`src/rtl/soc_io_pkg.sv`:
```
// Shared SOC IO definitions: IO word-address decode bits, UART status bit and
// UART timing constants, plus the write-request bundle used by the merge FIFO.
package soc_io_pkg;

    // One-hot IO word-address bit indices
    localparam int IO_LEDS     = 0;
    localparam int IO_UART_DAT = 1;
    localparam int IO_UART_CTL = 2;
    localparam int IO_HALT     = 3;

    localparam int UART_BUSY_BIT = 9;

    localparam int UART_CLK_HZ = 50_000_000;
    localparam int UART_BAUD   = 230400;

    typedef struct packed {
        logic       wr;
        logic [7:0] data;
    } io_wr_t;

endpackage

```
`src/rtl/io_fifo_dw_mem.sv`:
```
// DEPTH x 8 register array with two write ports and one asynchronous read port.
// Storage is deliberately not reset; occupancy tracking lives in the owner.
module io_fifo_dw_mem #(
    parameter  int DEPTH = 16,
    localparam int AW    = $clog2(DEPTH)
) (
    input  logic          clk,
    input  logic          we1,
    input  logic [AW-1:0] wa1,
    input  logic [7:0]    wd1,
    input  logic          we2,
    input  logic [AW-1:0] wa2,
    input  logic [7:0]    wd2,
    input  logic [AW-1:0] ra,
    output logic [7:0]    rd
);

    logic [DEPTH-1:0][7:0] mem;

    // Port 1 wins on an address clash; the owner never produces one.
    always_ff @(posedge clk) begin
        for (int i = 0; i < DEPTH; i++) begin
            if (we1 && (wa1 == AW'(i)))
                mem[i] <= wd1;
            else if (we2 && (wa2 == AW'(i)))
                mem[i] <= wd2;
        end
    end

    assign rd = mem[ra];

endmodule

```
`src/rtl/io_uart_merge_fifo.sv`:
```
// Merges the two IO byte-write ports of the dual-issue core into one in-order
// stream for the UART (A older than B), and exports busy/occupancy/overflow.
module io_uart_merge_fifo
    import soc_io_pkg::*;
#(
    parameter  int DEPTH = 16,
    localparam int AW    = $clog2(DEPTH)
) (
    input  logic        clk,
    input  logic        resetn,
    input  logic        a_wr,
    input  logic [7:0]  a_data,
    input  logic        b_wr,
    input  logic [7:0]  b_data,
    output logic        uart_valid,
    output logic [7:0]  uart_data,
    input  logic        uart_ready,
    output logic        busy,
    output logic [AW:0] count,
    output logic        overflow
);

    localparam int          CW      = AW + 1;
    localparam logic [AW:0] DEPTH_C = CW'(DEPTH);

    io_wr_t        req_a, req_b;
    logic [AW-1:0] wr_ptr, rd_ptr, wa2;
    logic [AW:0]   cnt, cnt_next, free;
    logic          ovf, busy_q;
    logic          pop, acc_a, acc_b, drop;
    logic          we1, we2;
    logic [7:0]    wd1;
    logic [1:0]    n_acc;

    assign req_a = '{wr: a_wr, data: a_data};
    assign req_b = '{wr: b_wr, data: b_data};

    // free is taken from the registered count, so a same-cycle pop never
    // makes room for a push. With one slot left, A (older) takes it.
    always_comb begin
        free     = DEPTH_C - cnt;
        pop      = (cnt != '0) && uart_ready;
        acc_a    = req_a.wr && (free != '0);
        acc_b    = req_b.wr && (req_a.wr ? (free >= CW'(2)) : (free != '0));
        drop     = (req_a.wr && !acc_a) || (req_b.wr && !acc_b);
        n_acc    = {1'b0, acc_a} + {1'b0, acc_b};
        cnt_next = cnt + CW'(n_acc) - CW'(pop);
        we1      = acc_a || acc_b;
        wd1      = acc_a ? req_a.data : req_b.data;
        we2      = acc_a && acc_b;
        wa2      = wr_ptr + AW'(1);
    end

    always_ff @(posedge clk) begin
        if (!resetn) begin
            wr_ptr <= '0;
            rd_ptr <= '0;
            cnt    <= '0;
            ovf    <= 1'b0;
            busy_q <= 1'b0;
        end else begin
            wr_ptr <= wr_ptr + AW'(n_acc);
            rd_ptr <= rd_ptr + AW'(pop);
            cnt    <= cnt_next;
            busy_q <= (DEPTH_C - cnt_next) < CW'(2);
            if (drop)
                ovf <= 1'b1;
        end
    end

    io_fifo_dw_mem #(.DEPTH(DEPTH)) u_mem (
        .clk (clk),
        .we1 (we1),
        .wa1 (wr_ptr),
        .wd1 (wd1),
        .we2 (we2),
        .wa2 (wa2),
        .wd2 (req_b.data),
        .ra  (rd_ptr),
        .rd  (uart_data)
    );

    assign uart_valid = (cnt != '0);
    assign busy       = busy_q;
    assign count      = cnt;
    assign overflow   = ovf;

endmodule
```
`config.mk`:
```
export PLATFORM = sky130hd
export DESIGN_NAME = io_uart_merge_fifo
export DESIGN_NICKNAME = d
export VERILOG_FILES = /design/src/rtl/soc_io_pkg.sv /design/src/rtl/io_fifo_dw_mem.sv /design/src/rtl/io_uart_merge_fifo.sv
export SDC_FILE = /design/constraint.sdc
export NUM_CORES = 1
export LEC_CHECK = 0
export CAP_MARGIN = 20
export CORE_ASPECT_RATIO = 1.4
export CORE_MARGIN = 10
export CORE_UTILIZATION = 30
export DETAILED_ROUTE_END_ITERATION = 7
export GPL_TIMING_DRIVEN = 0
export PLACE_DENSITY = 0.5
export SYNTH_ARGS = -nofsm -noshare
export SYNTH_HDL_FRONTEND = slang
export SYNTH_SLANG_ARGS = --single-unit
```
`constraint.sdc`:
```
create_clock -name clk -period 12.6 [get_ports clk]
set_clock_uncertainty 0.1 [all_clocks]
set_input_delay 1.26 -clock clk [delete_from_list [all_inputs] [get_ports clk]]
set_output_delay 1.26 -clock clk [all_outputs]
set_load 0.05 [all_outputs]
```
==> out/results.ini <==
[logic_synthesis]
ys_types=50
ys_ff_latch=143
synth_enable_flop_cells=128
yosys_warnings=0
async_flop_share=0
ys.flop_type=edfxtp_1
netlist_instances=498
synth_fp_nets=538
seq_area_frac_synth=0.528
synth.avg_cell_area_um2=15.8
syn_area_um2=7850

[power]
peakVddDrop_uv=143
p_leak_uw=0.00303
power.net_switching_uw=685
p_comb_frac=0.409
powerDensity_nw_per_um2=205
clkPwrFrac=0.266
swShare=0.359
internal_power_uw=1220
pwr-share-seq=0.325

[sta]
rsz0062_at_grt=no
max_slew_margin=0.326
fmax_mhz=206
fin_crit_ns=4.86
setup_violations=0
setup_tns_ns=0
worst_slew_pin_slew_ns=1.01
fin_crit_sh=0.385
slew_viol_final=0
final-hold-violation-count=0

[global_routing]
grt_overflow=0
grt_pass1_wl_mm=33.0
grt_max_degree=17
antenna_found_initial=0
grt_pass1_vias=4952
track_usage=0.141

[routing]
drt_iter0_markers=251
drtAntennaViolNets=0
drc=0
via_per_inst=5.15
wl_mm=22.0
route.vias.total=4606
avgRoutedWirePerCell_um=24.6
firstDrtPassIters=4

[finish]
final_cell_mix=edfxtp_1 (128), mux2_2 (102), mux4_2 (40)
fillers=2474
finalNonFillerCells=895
syn_to_final_growth_pct=18.3
drive_gt1_frac=0.384
finalNetCount=599
final_common_cell=edfxtp_1
antenna_cells=0

[floorplanning]
pin_count=37
core_area_um2=25900
fp.dieW_um=157
std_cell_rows=70
initial_core_util=0.303
die_height_um=211
dieArea_um2=33100

[placed_design]
routabilityCongestion=0.870
dp_hpwl_mm=15.9
placedCellCount=863
io_buffer_count=35

[critical_path]
end_kind=primary output
worstPathRequired_ns=11.24
crit_arrival_ns=3.50
start_kind=flip-flop
path_max_fanout=10
worstSetupPathType=flip-flop to primary output

[clock_network]
cts_tree=yes
clock_sinks=143
post_cts_resized=0
post_cts_buffers=0
clk_latency_ns=0.43
cts_buffers=17
cts-root-buf=clkbuf_16
htreeDepth=4
hold_buffers=0
cts.clk_slew.worst_paths_ns=0.06
clockBufferDepth=2

[hold_path]
hp-class=flip-flop to flip-flop

[run]
max_cap_viol_count=0

[run_status]
status=finished clean

per-stage QoR:
| stage | total power, µW | area [µm²] | hold WS [ns] | worst slack (ns) | util |
|---|---|---|---|---|---|
| after floorplan | 1170 | 7850 | 0.455 | 7.95 | - |
| after global placement | 1390 | 8600 | 0.454 | 7.81 | 0.332 |
| after detailed placement | 1420 | 8690 | 0.451 | 7.87 | 0.335 |
| after CTS | 1930 | 9270 | 0.461 | 7.66 | 0.358 |
| after global routing | 2010 | 9290 | 0.488 | 7.53 | 0.358 |
| final | 1910 | 9290 | 0.455 | 7.74 | 0.358 |
area by class of cell:
type                    instances  area [µm²]  area share
multi-input cells             300        3440       0.371
clock buffers                  18         429      0.0462
clock inverters                13         146      0.0158
repair buffers                 42         429      0.0462
inverters                      18        67.6     0.00728
plain buffers                  37         223      0.0240
flip-flops and latches        143        4140       0.446
well taps                     324         405      0.0437
sequential cells by signal (all words and copies together) (netlist names):
register	flops
u_mem.mem	128
rd_ptr	4
count	5
busy	1
wr_ptr	4
overflow	1
synth_stat cells (all sizes together), types with 2 or more instances:
cell	n	area, µm²
mux2	129	1480
edfxtp	128	3840
mux4	40	901
clkbuf	18	67.6
inv	18	67.6
ha	17	213
nor2	17	63.8
nor3	17	195
dfxtp	15	300
buf	11	73.8
nand2	9	33.8
and2	8	51.3
dlygate4sd3	7	70.1
nand3	7	35.0
a21oi	5	36.3
nor2b	5	31.3
o21ai	5	25.0
nand2b	4	25.0
or3b	4	35.0
xnor2	4	35.0
and3	3	20.0
or3	3	23.8
xor2	3	26.3
fa	2	40.0
nand3b	2	15.0
o22ai	2	12.5
or4	2	15.0
routing by layer:
layer	up-vias	GRT usage	wire length (µm)
met3	41	0.0280	1050
met4	0	0.0904	1230
met5	-	0	0
li1	2070	-	-
met1	2368	0.144	7800
met2	127	0.253	12000
critical path, cell delays in order (launching register included):
cell             delay, ns
dfxtp_1               0.33
clkbuf_1              0.32
clkbuf_1              0.74
mux4_2                0.41
mux4_2                0.52
clkdlybuf4s50_1       0.73
logic make-up (layout without fill, tap and decap cells):
kind of cell / Yosys count / in the layout / synth area share
compound gates: 19 / 19 / 0.0169
xor+xnor: 7 / 7 / 0.00781
fa+ha+maj: 19 / 19 / 0.0322
buf+inv: 55 / 128 / 0.0370
flops: 143 / 143 / 0.528
mux: 169 / 169 / 0.304
simple gates: 86 / 86 / 0.0744
path summary, 6_finish.rpt:
kind / end / from / slack (ns) / cells after the start
worst min register to register: overflow$_SDFFE_PN0P_ / overflow$_SDFFE_PN0P_ / 0.45 / 2
worst max-delay path: uart_data[7] / rd_ptr[1]$_SDFF_PN0_ / 7.74 / 5
worst min-delay path: overflow$_SDFFE_PN0P_ / overflow$_SDFFE_PN0P_ / 0.45 / 2
worst max register to register: busy$_SDFF_PN0_ / count[0]$_SDFF_PN0_ / 7.90 / 18
power groups by stage:
stage / clock network (µW) / registers [µW] / logic, µW
floorplan: 0 / 653 / 514
global placement: 0 / 628 / 765
detailed placement: 0 / 630 / 788
CTS: 516 / 620 / 792
global route: 540 / 625 / 844
finish: 507 / 619 / 779
Power figures use the tool's default switching activity.
